==> config.mk <==
export PLATFORM = sky130hd
export DESIGN_NAME = alu_arbiter
export DESIGN_NICKNAME = d
export VERILOG_FILES = /design/src/rtl/alu_arbiter.sv
export SDC_FILE = /design/constraint.sdc
export NUM_CORES = 2
export LEC_CHECK = 0
export ABC_AREA = 1
export BUFFER_PORTS_ARGS = -buffer_cell sky130_fd_sc_hd__buf_4
export CORE_MARGIN = 2
export CORE_UTILIZATION = 56
export DETAILED_ROUTE_END_ITERATION = 6
export GPL_TIMING_DRIVEN = 0
export PLACE_DENSITY_LB_ADDON = 0.3
export SETUP_SLACK_MARGIN = 0.5
export SLEW_MARGIN = 20
export SYNTH_ARGS = -nofsm -noshare
export SYNTH_HDL_FRONTEND = slang
export SYNTH_SLANG_ARGS = --single-unit
==> constraint.sdc <==
create_clock -name clk -period 8.1 [get_ports clk]
set_input_delay 2.43 -clock clk [delete_from_list [all_inputs] [get_ports clk]]
set_output_delay 2.43 -clock clk [all_outputs]
set_load 0.05 [all_outputs]
==> src/rtl/alu_arbiter.sv <==
// Two-requester ALU front end: grants one operation at a time, sequences IDLE -> EXEC -> RESP.
// Define ALU_ARBITER_RR_EN for round-robin arbitration; otherwise requester 0 has fixed priority.
module alu_arbiter #(
    parameter int WORD_SIZE  = 32,
    parameter int MUL_CYCLES = 3
) (
    input  logic                 clk,
    input  logic                 reset,
    input  logic                 req0_valid,
    output logic                 req0_ready,
    input  logic [WORD_SIZE-1:0] req0_a,
    input  logic [WORD_SIZE-1:0] req0_b,
    input  logic [2:0]           req0_ctrl,
    input  logic                 req1_valid,
    output logic                 req1_ready,
    input  logic [WORD_SIZE-1:0] req1_a,
    input  logic [WORD_SIZE-1:0] req1_b,
    input  logic [2:0]           req1_ctrl,
    output logic                 resp_valid,
    input  logic                 resp_ready,
    output logic [WORD_SIZE-1:0] resp_data,
    output logic                 resp_id,
    output logic                 busy
);

    localparam logic [1:0] ST_IDLE = 2'd0;
    localparam logic [1:0] ST_EXEC = 2'd1;
    localparam logic [1:0] ST_RESP = 2'd2;

    localparam logic [2:0] OP_ADD = 3'b000;
    localparam logic [2:0] OP_SUB = 3'b001;
    localparam logic [2:0] OP_AND = 3'b010;
    localparam logic [2:0] OP_OR  = 3'b011;
    localparam logic [2:0] OP_MUL = 3'b100;

    localparam logic [3:0] MUL_CNT = 4'(MUL_CYCLES);

    logic [1:0]           state_q, state_d;
    logic [3:0]           cnt_q, cnt_d;
    logic [WORD_SIZE-1:0] a_q, b_q;
    logic [2:0]           ctrl_q;
    logic                 id_q;
    logic [WORD_SIZE-1:0] result;
    logic [WORD_SIZE-1:0] resp_data_q, resp_data_d;
    logic                 resp_id_q, resp_id_d;
    logic                 pick0, pick1, hs;
    logic [2:0]           sel_ctrl;

`ifdef ALU_ARBITER_RR_EN
    logic last_q;

    // On contention, grant whoever did not win the previous handshake.
    assign pick0 = req0_valid && (!req1_valid || last_q);

    always_ff @(posedge clk or posedge reset) begin
        if (reset) begin
            last_q <= 1'b1;
        end else if (hs) begin
            last_q <= req1_ready;
        end
    end
`else
    assign pick0 = req0_valid;
`endif

    assign pick1      = req1_valid && !pick0;
    assign req0_ready = (state_q == ST_IDLE) && pick0;
    assign req1_ready = (state_q == ST_IDLE) && pick1;
    assign hs         = req0_ready || req1_ready;
    assign sel_ctrl   = req1_ready ? req1_ctrl : req0_ctrl;

    // NOTE: operand registers carry no reset; they are only read after a handshake has loaded them.
    always_ff @(posedge clk) begin
        if (hs) begin
            a_q    <= req1_ready ? req1_a : req0_a;
            b_q    <= req1_ready ? req1_b : req0_b;
            ctrl_q <= sel_ctrl;
            id_q   <= req1_ready;
        end
    end

    // NOTE: every output of a combinational block gets a default first, so no latch is inferred.
    always_comb begin
        result = '0;
        case (ctrl_q)
            OP_ADD:  result = a_q + b_q;
            OP_SUB:  result = a_q - b_q;
            OP_AND:  result = a_q & b_q;
            OP_OR:   result = a_q | b_q;
            OP_MUL:  result = a_q * b_q;
            default: result = '0;
        endcase
    end

    always_comb begin
        state_d     = state_q;
        cnt_d       = cnt_q;
        resp_data_d = resp_data_q;
        resp_id_d   = resp_id_q;
        case (state_q)
            ST_IDLE: begin
                if (hs) begin
                    state_d = ST_EXEC;
                    cnt_d   = (sel_ctrl == OP_MUL) ? MUL_CNT : 4'd1;
                end
            end
            ST_EXEC: begin
                if (cnt_q <= 4'd1) begin
                    state_d     = ST_RESP;
                    cnt_d       = 4'd0;
                    resp_data_d = result;
                    resp_id_d   = id_q;
                end else begin
                    cnt_d = cnt_q - 4'd1;
                end
            end
            ST_RESP: begin
                if (resp_ready) begin
                    state_d = ST_IDLE;
                end
            end
            default: state_d = ST_IDLE;
        endcase
    end

    // NOTE: sequential state uses non-blocking assignments so all registers update together.
    always_ff @(posedge clk or posedge reset) begin
        if (reset) begin
            state_q     <= ST_IDLE;
            cnt_q       <= 4'd0;
            resp_data_q <= '0;
            resp_id_q   <= 1'b0;
        end else begin
            state_q     <= state_d;
            cnt_q       <= cnt_d;
            resp_data_q <= resp_data_d;
            resp_id_q   <= resp_id_d;
        end
    end

    assign resp_valid = (state_q == ST_RESP);
    assign resp_data  = resp_data_q;
    assign resp_id    = resp_id_q;
    assign busy       = (state_q != ST_IDLE);

endmodule

* Word-level counts from Yosys, hierarchy flattened
Cells that the tools add are included.
W data, S select, Z words.
** Cells by class
- $lt $le $gt $ge :: 1
- Reductions and logical operators :: 12
- Bitwise logic cells :: 2
- Multipliers :: 1
- Equality and inequality tests :: 10
- Add/sub/neg operators :: 3
- Mux-type cells :: 12
** Operators by type and width (number)
- $pmux W32 S5 :: 1
- $mux W32 :: 2
- $add A32 B32 Y32 :: 1
- $and A32 B32 Y32 :: 1
- $mul A32 B32 Y32 :: 1
- $or A32 B32 Y32 :: 1
- $sub A32 B32 Y32 :: 1
- $mux W2 :: 4
- $mux W4 :: 2
- $pmux W4 S2 :: 1
- $eq A3 B2 Y1 const B :: 2
- $eq A3 B3 Y1 const B :: 2
- $pmux W2 S3 :: 1
- $le A4 B1 Y1 const B :: 1
- $ne A2 B2 Y1 const B :: 2
- $reduce_and A2 Y1 :: 2
- $reduce_bool A2 Y1 :: 2
- $sub A4 B1 Y4 const B :: 1
- $eq A3 B1 Y1 const B :: 1
- $logic_and A1 B1 Y1 :: 3
- $logic_not A3 Y1 :: 1
- $mux W3 :: 1
- $reduce_and A3 Y1 :: 1
- $eq A2 B1 Y1 const B :: 1
- 5 further kinds :: 5
** Storage, ports and cells
- Output and inout bits :: 37
- Register bits after elaboration :: 107
- Input bits :: 139

* Longest topological paths before layout
- Depth after elaboration :: 8
- Depth in mapped cells :: 34
- Gate-level depth less buffers :: 32

* Worst setup path after synthesis
Ideal clock, no wire load.
- Kind :: register to register
- From :: register b_q[6]
- To :: register resp_data_q[30] (netlist: resp_data[30])
- Arrival time :: 6565 ps
- Required time :: 7982 ps
- Clock period less this slack :: 6683 ps
- Stages on the path, launching flop included :: 29
- Library setup time :: 118 ps
- Slack :: 1417 ps
- Cells stage by stage :: edfxtp_1 -> buf_1 -> clkbuf_1 -> nand2_1 -> inv_1 -> fa_1 -> fa_1 -> fa_1 -> inv_1 -> fa_1 -> inv_1 -> fa_1 -> inv_1 -> fa_1 -> inv_1 -> fa_1 -> fa_1 -> ha_1 -> nand2_1 -> nor4_1 -> nand3_1 -> nand3_1 -> nand2_1 -> o311ai_0 -> a21oi_1 -> o21ai_0 -> nand3_1 -> nand2_1 -> nand2_1
** Between the ends
- Longest elaborated chain between the ends :: 2
- Elaborated cells between the ends (all ways) :: 4
** Ends and longest elaborated chain
- from (decl) :: RTL line 40 : logic [WORD_SIZE-1:0] a_q, b_q;
- from (signal assigned) :: RTL line 76 : b_q <= req1_ready ? req1_b : req0_b;
- $mul A32 B32 Y32 (tied with other cells) :: RTL line 90 : OP_MUL: result = a_q * b_q;
- $pmux W32 S5 (*) :: RTL line 85 : case (ctrl_q)
- to (signal assigned) :: RTL line 136 : resp_data_q <= resp_data_d;
- to (decl) :: RTL line 44 : logic [WORD_SIZE-1:0] resp_data_q, resp_data_d;
Mark *: on every way between the ends. The rest lies on a longest branch, timed or not.
A chain may end at the register's enable or synchronous reset.

* Final worst setup path
- From :: register b_q[18]
- To :: register resp_data_q[28] (netlist: resp_data[28])
The elaborated chain is that of the path after synthesis.

==> impl_metrics.xml <==
<?xml version="1.0" encoding="UTF-8"?>
<metrics>
  <group name="critical_path">
    <metric name="timing.critical_path.fanout_max" unit="">10</metric>
    <metric name="worst-endpoint-arrival" unit="ns">7.78</metric>
    <metric name="critical_path.endpoint_type" unit="">register</metric>
    <metric name="worst-setup-path-type" unit="">reg2reg</metric>
    <metric name="worstSetupStartpointType" unit="">register</metric>
    <metric name="critPathRequiredTime" unit="ns">8.36</metric>
  </group>
  <group name="place">
    <metric name="gp_routability_congestion" unit="">1.04</metric>
    <metric name="place.detailed.hpwl" unit="mm">73.4</metric>
    <metric name="buffers_added_on_ports" unit="">175</metric>
  </group>
  <group name="synth">
    <metric name="net_count_synth" unit="">4130</metric>
    <metric name="synth_top_area_frac" unit="">0.332</metric>
    <metric name="synthesis.yosys.warnings" unit="">0</metric>
    <metric name="async_reset_ff_frac" unit="">0.364</metric>
    <metric name="ys.flop_type" unit="">sky130_fd_sc_hd__edfxtp_1</metric>
    <metric name="syn-instance-count" unit="">3423</metric>
    <metric name="synth_area_leaders" unit="">sky130_fd_sc_hd__fa_1, sky130_fd_sc_hd__nand2_1, sky130_fd_sc_hd__inv_1</metric>
    <metric name="synth-seq-cells" unit="">107</metric>
    <metric name="yosysSeqAreaShare" unit="">0.122</metric>
    <metric name="synth_top_cell_by_area" unit="">sky130_fd_sc_hd__fa_1</metric>
    <metric name="synthesis.area" unit="µm²">24700</metric>
    <metric name="post_synth.cell_area_avg" unit="µm²">7.21</metric>
    <metric name="synth_edf_count" unit="">68</metric>
    <metric name="synth.lib_cells_used.distinct" unit="">56</metric>
  </group>
  <group name="timing">
    <metric name="setup_repair_after_global_routing_missed_its_margin" unit="">true</metric>
    <metric name="worst_pin_slew" unit="ns">0.968</metric>
    <metric name="fin_crit_sh" unit="">0.928</metric>
    <metric name="worst_slew_margin_rel" unit="">0.355</metric>
    <metric name="fmax" unit="MHz">133</metric>
    <metric name="hold_viol_final" unit="">0</metric>
    <metric name="finalCriticalPeriod" unit="ns">7.51</metric>
    <metric name="fin_worst_skew" unit="ns">0.0192</metric>
    <metric name="setup-tns-final" unit="ns">0</metric>
    <metric name="setup_viol" unit="">0</metric>
    <metric name="slew_viol_final" unit="">0</metric>
    <metric name="hold_ws" unit="ns">0.481</metric>
  </group>
  <group name="layout">
    <metric name="mostFrequentLayoutCell" unit="">sky130_fd_sc_hd__nand2_1</metric>
    <metric name="area_growth" unit="%">13.6</metric>
    <metric name="share_of_layout_cells_above_drive_strength_1" unit="">0.116</metric>
    <metric name="final_net_count" unit="">4363</metric>
    <metric name="final_cell_mix" unit="">sky130_fd_sc_hd__nand2_1, sky130_fd_sc_hd__inv_1, sky130_fd_sc_hd__fa_1, sky130_fd_sc_hd__buf_4, sky130_fd_sc_hd__ha_1</metric>
  </group>
  <group name="clocking">
    <metric name="htreeDepth" unit="">3</metric>
    <metric name="maximum_clock_insertion_buffer_count" unit="">2</metric>
    <metric name="cts_bufs_inserted" unit="">9</metric>
    <metric name="hold_buffers" unit="">0</metric>
    <metric name="insertion_delay_of_the_later_clocked_pin_in_the_worst_skew_pair" unit="ns">0.37</metric>
    <metric name="clock-root-buffer" unit="">sky130_fd_sc_hd__clkbuf_16</metric>
    <metric name="cts_tree" unit="">done</metric>
    <metric name="clk_transition_reported_paths" unit="ns">0.08</metric>
    <metric name="clock_sinks" unit="">107</metric>
  </group>
  <group name="global_route">
    <metric name="wire_length_of_the_first_global_routing_pass" unit="mm">136</metric>
    <metric name="pin_count_of_the_biggest_net_entering_global_routing" unit="">66</metric>
    <metric name="total_overflow_reported_by_the_global_router" unit="">0</metric>
    <metric name="grt_antenna_before_repair" unit="">1</metric>
    <metric name="grtUsageTotal" unit="">0.401</metric>
    <metric name="grt_pass1_vias" unit="">23200</metric>
  </group>
  <group name="detailed_routing">
    <metric name="drt-total-wl" unit="mm">91.1</metric>
    <metric name="post-route-drc-count" unit="">0</metric>
    <metric name="postRouteAntennaNets" unit="">0</metric>
    <metric name="routed_via_density" unit="">5.51</metric>
    <metric name="vias" unit="">23400</metric>
    <metric name="first_iter_violations" unit="">2487</metric>
    <metric name="drt_first_pass_iters" unit="">6</metric>
    <metric name="routed_wire_length_per_instance" unit="µm">21.4</metric>
  </group>
  <group name="die">
    <metric name="std_cell_core_area" unit="µm²">43300</metric>
    <metric name="dieWidth" unit="µm">214</metric>
    <metric name="io_pins" unit="">176</metric>
    <metric name="dieArea" unit="µm²">45800</metric>
    <metric name="initial_core_util" unit="">0.571</metric>
    <metric name="rows" unit="">76</metric>
    <metric name="die_height" unit="µm">214</metric>
  </group>
  <group name="min_path">
    <metric name="worst_min_delay_path_category" unit="">reg2reg</metric>
  </group>
  <group name="job">
    <metric name="drv_cap" unit="">0</metric>
  </group>
  <group name="run_status">
    <metric name="run_status" unit="">finished, final reports clean</metric>
  </group>
</metrics>
[repair_timing]
item | CTS | global route
gates cloned | 0 | 0
endpoints found under the setup margin | 18 | 13
pin swaps | 3 | 17
resized for setup | 167 | 153
setup buffers | 17 | 28
[registers in the layout, summed over array words and instances, names as in the netlist]
register / cells
a_q: 32
b_q: 32
resp_data: 32
cnt_q: 4
ctrl_q: 3
state_q: 2
id_q: 1
resp_id: 1
[per-layer routing]
metal	global-route usage	routed length (µm)
met1	0.483	32300
met2	0.618	39400
met3	0.112	10900
met5	0.00729	51
met4	0.291	8410
[through the flow]
step	cells	cell area (µm²)	setup slack (ns)	utilization
finish	4247	28100	0.585	0.648
global route	4246	28100	0.431	0.648
CTS	4218	27500	0.454	0.636
detailed placement	4185	26800	-0.648	0.619
global placement	4183	26700	-0.653	0.618
floorplan	3423	24700	1.42	-
[final cells by class]
cell class                 count  area [µm²]
antenna                        1        2.50
buffer                       155        1060
clock buffer                   9         225
clock inverter                 7        58.8
fill                        3942       15200
inverter                     849        3190
multi-input combinational   2312       18100
sequential                   107        3020
tap                          585         732
timing repair buffer         222        1710
[cell families after synthesis]
logic type | count (synthesis) | share of synthesized area
buffers and inverters | 1004 | 0.155
xor gates and xnor gates | 48 | 0.0170
and+or+nand+nor | 1434 | 0.234
DFF | 107 | 0.122
AOI/OAI and AO/OA | 261 | 0.0600
adders and majority gates | 569 | 0.413
[synthesized netlist by cell type (4+ instances only)]
| cell type | number |
|---|---|
| sky130_fd_sc_hd__buf_1 | 32 |
| sky130_fd_sc_hd__nor3_1 | 21 |
| sky130_fd_sc_hd__xnor2_1 | 16 |
| sky130_fd_sc_hd__o2111ai_1 | 9 |
| sky130_fd_sc_hd__ha_1 | 159 |
| sky130_fd_sc_hd__o21bai_1 | 6 |
| sky130_fd_sc_hd__a21o_1 | 4 |
| sky130_fd_sc_hd__nand3b_1 | 9 |
| sky130_fd_sc_hd__a21oi_1 | 90 |
| sky130_fd_sc_hd__nand4_1 | 20 |
| sky130_fd_sc_hd__nand3_1 | 117 |
| sky130_fd_sc_hd__edfxtp_1 | 68 |
| sky130_fd_sc_hd__clkbuf_1 | 100 |
| sky130_fd_sc_hd__or2_2 | 20 |
| sky130_fd_sc_hd__fa_1 | 409 |
| sky130_fd_sc_hd__o31ai_1 | 5 |
| sky130_fd_sc_hd__o21ai_0 | 103 |
| sky130_fd_sc_hd__xor2_1 | 32 |
| sky130_fd_sc_hd__a31oi_1 | 7 |
| sky130_fd_sc_hd__nor4_1 | 5 |
| sky130_fd_sc_hd__o21ai_1 | 7 |
| sky130_fd_sc_hd__o221ai_1 | 4 |
| sky130_fd_sc_hd__dfrtp_1 | 39 |
| sky130_fd_sc_hd__nor2_2 | 4 |
| sky130_fd_sc_hd__buf_2 | 18 |
| sky130_fd_sc_hd__o211ai_1 | 7 |
| sky130_fd_sc_hd__inv_1 | 846 |
| sky130_fd_sc_hd__nand2_1 | 1129 |
| sky130_fd_sc_hd__nor2_1 | 98 |
[worst max-delay path: stages, from the launching register on]
cell,delay [ns]
sky130_fd_sc_hd__edfxtp_1,0.42
sky130_fd_sc_hd__clkbuf_4,0.33
sky130_fd_sc_hd__clkbuf_4,0.30
sky130_fd_sc_hd__nand2_1,0.11
sky130_fd_sc_hd__fa_1,0.51
sky130_fd_sc_hd__inv_1,0.05
sky130_fd_sc_hd__fa_1,0.53
sky130_fd_sc_hd__inv_1,0.05
sky130_fd_sc_hd__fa_1,0.49
sky130_fd_sc_hd__fa_1,0.55
sky130_fd_sc_hd__inv_1,0.06
sky130_fd_sc_hd__fa_1,0.49
sky130_fd_sc_hd__fa_1,0.42
sky130_fd_sc_hd__fa_1,0.51
sky130_fd_sc_hd__fa_2,0.61
sky130_fd_sc_hd__ha_2,0.33
sky130_fd_sc_hd__a21oi_2,0.19
sky130_fd_sc_hd__o21ai_0,0.15
sky130_fd_sc_hd__a21oi_2,0.21
sky130_fd_sc_hd__o211ai_1,0.12
sky130_fd_sc_hd__buf_4,0.17
sky130_fd_sc_hd__or2_2,0.27
sky130_fd_sc_hd__nand3_1,0.10
sky130_fd_sc_hd__nand3_1,0.19
sky130_fd_sc_hd__nand2_1,0.15
sky130_fd_sc_hd__nand2_1,0.06
[path summary, 6_finish.rpt]
check	startpoint	to	slack [ns]	cells past startpoint
min in group asynchronous	reset	resp_data[31]	1.99	2
max reg2reg	b_q[18]	resp_data[28]	0.59	25
max in group asynchronous	reset	resp_data[14]	5.68	3
max	b_q[18]	resp_data[28]	0.59	25
min	resp_id	resp_id	0.48	2
min reg2reg	resp_id	resp_id	0.48	2
Power is not shown: default switching activity piles up to over one toggle a cycle in this logic, so the estimate is an artifact.
